### config.mk
export PLATFORM = sky130hd
export DESIGN_NAME = branch_target_buffer_flat
export DESIGN_NICKNAME = d
export VERILOG_FILES = /design/src/rtl/branch_target_buffer_if.sv /design/src/rtl/branch_target_buffer.sv /design/src/flat_wrapper.sv
export SDC_FILE = /design/constraint.sdc
export NUM_CORES = 2
export LEC_CHECK = 0
export CELL_PAD_IN_SITES_DETAIL_PLACEMENT = 0
export CELL_PAD_IN_SITES_GLOBAL_PLACEMENT = 1
export CORE_ASPECT_RATIO = 0.6
export CORE_MARGIN = 5
export CORE_UTILIZATION = 52
export CTS_CLUSTER_SIZE = 40
export DETAILED_ROUTE_END_ITERATION = 6
export GPL_TIMING_DRIVEN = 0
export HOLD_SLACK_MARGIN = 0.02
export PLACE_DENSITY = 0.83
export SYNTH_ARGS = -nofsm -noshare
export SYNTH_HDL_FRONTEND = slang
export SYNTH_SLANG_ARGS = --single-unit
export TNS_END_PERCENT = 50
### constraint.sdc
create_clock -name clk -period 7.6 [get_ports clk]
set_clock_uncertainty 0.05 [all_clocks]
set_input_delay 1.9 -clock clk [delete_from_list [all_inputs] [get_ports clk]]
set_output_delay 1.9 -clock clk [all_outputs]
set_load 0.1 [all_outputs]
### src/rtl/branch_target_buffer_if.sv
// rtl/branch_target_buffer_if.sv - fetch lookup and execute training bus for the branch target buffer
//
// Purpose : groups the fetch-stage lookup and execute-stage resolution signals
//           shared between the pipeline and the branch target buffer.
// Ports   : PCF/PredTakenF/PredTargetF            fetch-stage lookup
//           UpdateE/PCE/BranchTakenE/BranchTargetE resolved branch in E
//           PredTakenE/PredTargetE                 prediction carried with the branch
//           MispredictE/RecoverPCE                 redirect request to the hazard unit
//           StatLookups/StatMispredicts            saturating debug counters
// Modports: master = pipeline side, slave = branch target buffer side.
interface branch_target_buffer_if #(
    parameter int WIDTH      = 32,
    parameter int STAT_WIDTH = 16
);
    logic [WIDTH-1:0]      PCF;
    logic                  PredTakenF;
    logic [WIDTH-1:0]      PredTargetF;
    logic                  UpdateE;
    logic [WIDTH-1:0]      PCE;
    logic                  BranchTakenE;
    logic [WIDTH-1:0]      BranchTargetE;
    logic                  PredTakenE;
    logic [WIDTH-1:0]      PredTargetE;
    logic                  MispredictE;
    logic [WIDTH-1:0]      RecoverPCE;
    logic [STAT_WIDTH-1:0] StatLookups;
    logic [STAT_WIDTH-1:0] StatMispredicts;

    modport master (
        output PCF, UpdateE, PCE, BranchTakenE, BranchTargetE, PredTakenE, PredTargetE,
        input  PredTakenF, PredTargetF, MispredictE, RecoverPCE, StatLookups, StatMispredicts
    );

    modport slave (
        input  PCF, UpdateE, PCE, BranchTakenE, BranchTargetE, PredTakenE, PredTargetE,
        output PredTakenF, PredTargetF, MispredictE, RecoverPCE, StatLookups, StatMispredicts
    );
endinterface

### src/rtl/branch_target_buffer.sv
// rtl/branch_target_buffer.sv - direct-mapped branch target buffer with 2-bit direction counters
//
// Purpose : predicts the next fetch PC from PCF and trains on branches resolved
//           in E, flagging mispredictions so the hazard unit can flush D/E.
// Ports   : clk   - rising-edge clock
//           reset - synchronous active-high; clears table and statistics
//           bus   - slave side of branch_target_buffer_if (lookup, training,
//                   redirect and statistics signals). The interface WIDTH and
//                   STAT_WIDTH must match the parameters of this module.
module branch_target_buffer #(
    parameter int WIDTH      = 32,
    parameter int INDEX_BITS = 4,
    parameter int STAT_WIDTH = 16
) (
    input  logic                   clk,
    input  logic                   reset,
    branch_target_buffer_if.slave  bus
);
    localparam int ENTRIES  = 1 << INDEX_BITS;
    localparam int TAG_BITS = WIDTH - INDEX_BITS - 2;

    logic                  valid_mem  [ENTRIES];
    logic [TAG_BITS-1:0]   tag_mem    [ENTRIES];
    logic [WIDTH-1:0]      target_mem [ENTRIES];
    logic [1:0]            ctr_mem    [ENTRIES];
    logic [STAT_WIDTH-1:0] stat_lookups;
    logic [STAT_WIDTH-1:0] stat_mispredicts;

    // Byte offset within the word never selects an entry.
    logic unused_offset_bits;
    assign unused_offset_bits = ^{bus.PCF[1:0], bus.PCE[1:0]};

    // Fetch-side lookup: purely combinational from the registered table, so
    // a same-cycle update to the same index is not seen until the next cycle.
    logic [INDEX_BITS-1:0] idx_f;
    logic [TAG_BITS-1:0]   tag_f;
    logic                  hit_f;

    assign idx_f = bus.PCF[INDEX_BITS+1:2];
    assign tag_f = bus.PCF[WIDTH-1:INDEX_BITS+2];
    assign hit_f = valid_mem[idx_f] && (tag_mem[idx_f] == tag_f);

    assign bus.PredTakenF  = hit_f && ctr_mem[idx_f][1];
    assign bus.PredTargetF = bus.PredTakenF ? target_mem[idx_f] : bus.PCF + WIDTH'(4);

    // Execute-side resolution.
    logic [INDEX_BITS-1:0] idx_e;
    logic [TAG_BITS-1:0]   tag_e;
    logic                  hit_e;
    logic                  dir_wrong;
    logic                  target_wrong;

    assign idx_e = bus.PCE[INDEX_BITS+1:2];
    assign tag_e = bus.PCE[WIDTH-1:INDEX_BITS+2];
    assign hit_e = valid_mem[idx_e] && (tag_mem[idx_e] == tag_e);

    // A correctly predicted taken branch can still go to a different target
    // (e.g. register-indirect), which also needs a redirect.
    assign dir_wrong    = bus.PredTakenE != bus.BranchTakenE;
    assign target_wrong = bus.BranchTakenE && bus.PredTakenE &&
                          (bus.PredTargetE != bus.BranchTargetE);

    assign bus.MispredictE = bus.UpdateE && (dir_wrong || target_wrong);
    assign bus.RecoverPCE  = bus.BranchTakenE ? bus.BranchTargetE : bus.PCE + WIDTH'(4);

    assign bus.StatLookups     = stat_lookups;
    assign bus.StatMispredicts = stat_mispredicts;

    always_ff @(posedge clk) begin
        if (reset) begin
            for (int i = 0; i < ENTRIES; i++) begin
                valid_mem[i]  <= 1'b0;
                tag_mem[i]    <= '0;
                target_mem[i] <= '0;
                ctr_mem[i]    <= 2'b01;
            end
            stat_lookups     <= '0;
            stat_mispredicts <= '0;
        end else if (bus.UpdateE) begin
            if (hit_e) begin
                if (bus.BranchTakenE) begin
                    if (ctr_mem[idx_e] != 2'b11) begin
                        ctr_mem[idx_e] <= ctr_mem[idx_e] + 2'd1;
                    end
                    target_mem[idx_e] <= bus.BranchTargetE;
                end else if (ctr_mem[idx_e] != 2'b00) begin
                    ctr_mem[idx_e] <= ctr_mem[idx_e] - 2'd1;
                end
            end else if (bus.BranchTakenE) begin
                // Allocate weakly taken so one later not-taken flips the prediction.
                valid_mem[idx_e]  <= 1'b1;
                tag_mem[idx_e]    <= tag_e;
                target_mem[idx_e] <= bus.BranchTargetE;
                ctr_mem[idx_e]    <= 2'b10;
            end

            if (stat_lookups != '1) begin
                stat_lookups <= stat_lookups + STAT_WIDTH'(1);
            end
            if (bus.MispredictE && (stat_mispredicts != '1)) begin
                stat_mispredicts <= stat_mispredicts + STAT_WIDTH'(1);
            end
        end
    end
endmodule

### src/flat_wrapper.sv
// flat-port wrapper written by rule: the top's interface ports become plain ports
module branch_target_buffer_flat 
#(
    parameter int WIDTH      = 32,
    parameter int INDEX_BITS = 4,
    parameter int STAT_WIDTH = 16
)
  (clk, reset, bus_PCF, bus_UpdateE, bus_PCE, bus_BranchTakenE, bus_BranchTargetE, bus_PredTakenE, bus_PredTargetE, bus_PredTakenF, bus_PredTargetF, bus_MispredictE, bus_RecoverPCE, bus_StatLookups, bus_StatMispredicts);
  branch_target_buffer_if #(.WIDTH(WIDTH), .STAT_WIDTH(STAT_WIDTH)) bus_i ();
  input  logic clk;
  input  logic reset;
  input wire logic [$bits(bus_i.PCF)-1:0] bus_PCF;
  input wire logic [$bits(bus_i.UpdateE)-1:0] bus_UpdateE;
  input wire logic [$bits(bus_i.PCE)-1:0] bus_PCE;
  input wire logic [$bits(bus_i.BranchTakenE)-1:0] bus_BranchTakenE;
  input wire logic [$bits(bus_i.BranchTargetE)-1:0] bus_BranchTargetE;
  input wire logic [$bits(bus_i.PredTakenE)-1:0] bus_PredTakenE;
  input wire logic [$bits(bus_i.PredTargetE)-1:0] bus_PredTargetE;
  output wire logic [$bits(bus_i.PredTakenF)-1:0] bus_PredTakenF;
  output wire logic [$bits(bus_i.PredTargetF)-1:0] bus_PredTargetF;
  output wire logic [$bits(bus_i.MispredictE)-1:0] bus_MispredictE;
  output wire logic [$bits(bus_i.RecoverPCE)-1:0] bus_RecoverPCE;
  output wire logic [$bits(bus_i.StatLookups)-1:0] bus_StatLookups;
  output wire logic [$bits(bus_i.StatMispredicts)-1:0] bus_StatMispredicts;
  assign bus_i.PCF = bus_PCF;
  assign bus_i.UpdateE = bus_UpdateE;
  assign bus_i.PCE = bus_PCE;
  assign bus_i.BranchTakenE = bus_BranchTakenE;
  assign bus_i.BranchTargetE = bus_BranchTargetE;
  assign bus_i.PredTakenE = bus_PredTakenE;
  assign bus_i.PredTargetE = bus_PredTargetE;
  assign bus_PredTakenF = bus_i.PredTakenF;
  assign bus_PredTargetF = bus_i.PredTargetF;
  assign bus_MispredictE = bus_i.MispredictE;
  assign bus_RecoverPCE = bus_i.RecoverPCE;
  assign bus_StatLookups = bus_i.StatLookups;
  assign bus_StatMispredicts = bus_i.StatMispredicts;
  branch_target_buffer #(.WIDTH(WIDTH), .INDEX_BITS(INDEX_BITS), .STAT_WIDTH(STAT_WIDTH)) u_core (.clk(clk), .reset(reset), .bus(bus_i));
endmodule
==> impl_metrics.prom <==
# TYPE chip_impl_metric gauge
chip_impl_metric{name="power.leakage",unit="nW"} 22.5
chip_impl_metric{name="final_layout_net_count",unit=""} 4106
chip_impl_metric{name="max_slew_margin",unit=""} -0.170
chip_impl_metric{name="power.switching_fraction",unit=""} 0.272
chip_impl_metric{name="finalWirelength",unit="mm"} 210
chip_impl_metric{name="synth.lib_cells_used.distinct",unit=""} 61
chip_impl_metric{name="grt_pass1_wl",unit="mm"} 284
chip_impl_metric{name="pwr-share-seq",unit=""} 0.490
chip_impl_metric{name="routabilityCongestion",unit=""} 1.05
chip_impl_metric{name="antenna_violations_before_repair",unit=""} 16
chip_impl_metric{name="core",unit="sq um"} 98800
chip_impl_info{name="outcome",value="finished with violations"} 1
chip_impl_metric{name="die_w",unit="microns"} 418
chip_impl_metric{name="synth_enable_flop_cells",unit=""} 960
chip_impl_metric{name="postSynthRegisterBits",unit=""} 1008
chip_impl_metric{name="setup_violating_endpoint_count_in_the_final_report",unit=""} 340
chip_impl_metric{name="cts_htree_levels",unit=""} 3
chip_impl_info{name="cp_slowest_cell",value="nor2_1"} 1
chip_impl_metric{name="vias_per_cell",unit=""} 7.09
chip_impl_metric{name="groute.usage.overall",unit=""} 0.391
chip_impl_metric{name="vdd.ir_drop.worst",unit="uV"} 202
chip_impl_metric{name="via_count",unit=""} 38159
chip_impl_metric{name="grt_remaining_overflow",unit=""} 0
chip_impl_metric{name="grt_pass1_vias",unit=""} 35765
chip_impl_metric{name="max_slew.worst_pin.slew",unit="ns"} 1.75
chip_impl_metric{name="final_layout_size_suffix_gt1_frac",unit=""} 0.223
chip_impl_metric{name="period_needed",unit="ns"} 7.99
chip_impl_metric{name="antenna_left",unit=""} 0
chip_impl_metric{name="num-fill-cells",unit=""} 7447
chip_impl_metric{name="setup_ws",unit="ns"} -0.394
chip_impl_metric{name="top_fanout_value_on_the_critical_path",unit=""} 16
chip_impl_metric{name="count_of_clock_tree_sinks",unit=""} 1008
chip_impl_metric{name="firstDrtPassIters",unit=""} 7
chip_impl_metric{name="die_h",unit="microns"} 255
chip_impl_metric{name="rows",unit=""} 89
chip_impl_metric{name="stdcell_area",unit="sq um"} 60900
chip_impl_metric{name="postPlaceCellArea",unit="sq um"} 56700
chip_impl_metric{name="holdWs",unit="ns"} 0.444
chip_impl_info{name="tritoncts",value="yes"} 1
chip_impl_metric{name="cts_max_path_buffers",unit=""} 3
chip_impl_metric{name="synth_seq_area_share",unit=""} 0.572
chip_impl_metric{name="finalCritPeriodShare",unit=""} 1.05
chip_impl_metric{name="timing_hold_violations_final",unit=""} 0
chip_impl_metric{name="required",unit="ns"} 7.99
chip_impl_metric{name="avgSynthCellArea",unit="sq um"} 14.4
chip_impl_info{name="critical_path.startpoint_type",value="primary input"} 1
chip_impl_metric{name="fmaxAchievable",unit="MHz"} 125
chip_impl_metric{name="post_synth_inst_count",unit=""} 3603
chip_impl_metric{name="clk-insertion-delay-late",unit="ns"} 0.73
chip_impl_info{name="cell_chosen_for_the_clock_root",value="clkbuf_16"} 1
chip_impl_metric{name="cts_buf_count",unit=""} 95
chip_impl_metric{name="async_reset_ff_frac",unit=""} 0
chip_impl_metric{name="start_util",unit=""} 0.527
chip_impl_info{name="hold_class",value="reg -> reg"} 1
chip_impl_metric{name="design.portCount",unit=""} 231
chip_impl_metric{name="path_clk_slew",unit="ns"} 0.06
chip_impl_metric{name="post-dp-hpwl",unit="mm"} 150
chip_impl_metric{name="cap_viol_max_count",unit=""} 2
chip_impl_info{name="synth_ff_type",value="edfxtp_1"} 1
chip_impl_metric{name="cellInternalPower",unit="W"} 0.00963
chip_impl_metric{name="critical-path-max-stage-delay",unit="ns"} 1.36
chip_impl_metric{name="drc_errors",unit=""} 13
chip_impl_metric{name="fin_util",unit=""} 0.616
chip_impl_metric{name="syn_nets",unit=""} 3744
chip_impl_metric{name="wire_per_inst",unit="microns"} 39.1
chip_impl_metric{name="io_buffers",unit=""} 222
chip_impl_metric{name="synthToLayoutAreaGrowth",unit="%"} 17.0
chip_impl_metric{name="combinationalPowerShare",unit=""} 0.149
chip_impl_metric{name="grt_start_max_net_pins",unit=""} 33
chip_impl_info{name="violated_checks",value="design-rule violations, max-capacitance violations, max-slew violations, negative setup slack"} 1
chip_impl_metric{name="syn-cell-area",unit="sq um"} 52000
chip_impl_metric{name="worst_ep_arrival_time",unit="ns"} 8.38
chip_impl_info{name="grt_setup_unrepaired",value="yes"} 1
chip_impl_metric{name="die_area",unit="sq um"} 107000
chip_impl_info{name="timing.setup.critical_path_class",value="in -> reg"} 1
chip_impl_metric{name="power_frac_clock",unit=""} 0.361
chip_impl_metric{name="yosys_warnings",unit=""} 0
chip_impl_metric{name="maxSlewViolCount",unit=""} 19
chip_impl_metric{name="power_density",unit="nW/um^2"} 217
chip_impl_metric{name="cts_hold_buffers",unit=""} 0
chip_impl_info{name="endpoint_kind",value="flip-flop"} 1
chip_impl_metric{name="number_of_violations_reported_at_the_end_of_detailed_routing_iteration_0",unit=""} 7449
chip_impl_info{name="path_cells",value="clkdlybuf4s50_1 > buf_6 > buf_4 > clkbuf_4 > nor2_1 > a22oi_1 > a21o_1 > a21oi_1 > and4_1 > o211ai_1 > or4_1 > buf_4 > buf_6 > and2_1 > or2_2 > buf_12"} 1
chip_impl_metric{name="power.net_switching",unit="W"} 0.00359
## power groups by stage
stage	Clock [W]	Combinational (W)	Sequential [W]
2_1_floorplan	0	0.00105	0.00656
3_3_place_gp	0	0.00174	0.00659
3_5_place_dp	0	0.00180	0.00658
4_1_cts	0.00473	0.00187	0.00647
5_1_grt	0.00497	0.00198	0.00649
6_report	0.00478	0.00197	0.00648
## through the flow
step	std cells	setup WS [ns]	TNS [ns]	total power, W
after detailed placement	5173	-4.17	-1631.60	0.00838
after CTS	5358	0.00675	0	0.0131
final	5381	-0.394	-47.19	0.0132
after global routing	5366	-0.100	-2.19	0.0134
after global placement	5144	-4.19	-2942.11	0.00834
after floorplan	3603	-0.669	-3.07	0.00761
## cells in the final DEF (no fill, tap or decap), types with 39 or more instances in the layout
cell type,instances
buf_12,39
nor2_1,70
nand3_1,72
clkbuf_1,261
edfxtp_1,960
clkdlybuf4s50_1,153
buf_2,52
and3_1,468
xnor2_1,75
mux4_2,393
mux2i_1,63
clkbuf_16,101
dfxtp_1,48
and2_1,487
nand2_1,118
xor2_1,88
## layer usage
metal,wire (microns),global-route usage
met1,77900,0.544
met2,79800,0.491
met4,11200,0.166
met5,296,0.0200
met3,41300,0.227
## worst paths after layout
check	startpoint	end	slack [ns]	cells past startpoint
max	bus_PCE[3]	u_core.tag_mem[11][9]$_SDFFCE_PN0P_	-0.39	16
min	u_core.valid_mem[12]$_DFF_P_	u_core.valid_mem[12]$_DFF_P_	0.44	1
max reg2reg	u_core.tag_mem[6][4]$_SDFFCE_PN0P_	u_core.tag_mem[11][9]$_SDFFCE_PN0P_	2.13	12
min reg2reg	u_core.valid_mem[12]$_DFF_P_	u_core.valid_mem[12]$_DFF_P_	0.44	1
## flip-flops by register name (all words and copies together) (netlist names)
| signal | count |
|---|---|
| u_core.ctr_mem | 32 |
| u_core.valid_mem | 16 |
| u_core.bus.StatLookups | 16 |
| u_core.tag_mem | 416 |
| u_core.target_mem | 512 |
| u_core.bus.StatMispredicts | 16 |
## cells in the mapped netlist (all sizes together) (2+ instances only)
cell,instances,share of area
a21o,18,0.0026
and3,470,0.056
a22oi,12,0.0017
or4,3,0.00050
o41ai,11,0.0024
o211a,2,0.00038
nand2,119,0.0086
o21ai,68,0.0068
nor2,82,0.0065
buf,110,0.011
nand4,23,0.0028
nor4,13,0.0019
edfxtp,960,0.55
nor3b,2,0.00029
mux4,393,0.17
mux2,40,0.0087
nor3,27,0.0026
o31ai,8,0.0012
xor2,88,0.015
xnor2,86,0.014
nand3,72,0.0069
a221oi,3,0.00050
clkbuf,269,0.019
o22ai,2,0.00024
a211oi,5,0.00072
ha,8,0.0019
nand4b,3,0.00050
nand2b,4,0.00048
and2,487,0.059
and4,5,0.00084
nor2b,14,0.0017
dfxtp,48,0.018
a21oi,17,0.0016
or3,7,0.00084
a31o,3,0.00050
mux2i,66,0.013
o211ai,8,0.0012
or2,20,0.0024
inv,17,0.0012
## critical path, delay by kind of cell
family	cells	cell delay (ns)
buffers and inverters	7	2.21
AND/OR/NAND/NOR	5	3.12
AO/OA/AOI/OAI	4	1.05
## cell type report
cell class / count / area (sq um) / area share
clock buffers: 134 / 2610 / 0.0428
clock inverters: 42 / 365 / 0.00600
diodes: 18 / 45.0 / 0.000740
repair buffers: 269 / 3100 / 0.0510
flip-flops and latches: 1008 / 29800 / 0.489
inverters: 18 / 75.1 / 0.00123
plain buffers: 375 / 2170 / 0.0357
well taps: 1319 / 1650 / 0.0271
multi-input cells: 2198 / 21100 / 0.346
## kinds of logic (layout without fill, tap and decap cells)
group / after synthesis / after routing / synth area share
multiplexers: 499 / 499 / 0.191
other: 0 / 18 / 0
adder cells (fa/ha/maj): 8 / 8 / 0.00192
AO/OA/AOI/OAI: 163 / 163 / 0.0208
flip-flops: 1008 / 1008 / 0.572
buffers and inverters: 397 / 838 / 0.0319
AND/OR/NAND/NOR: 1354 / 1354 / 0.152
XOR/XNOR: 174 / 174 / 0.0293
## what timing repair did
item / CTS / global route
pin swaps: 5 / 4
setup buffers: 11 / 4
resized for setup: 652 / 67
cloned: 1 / 2
setup endpoints to repair: 977 / 179
No activity file was read; power rests on OpenSTA's default activity.
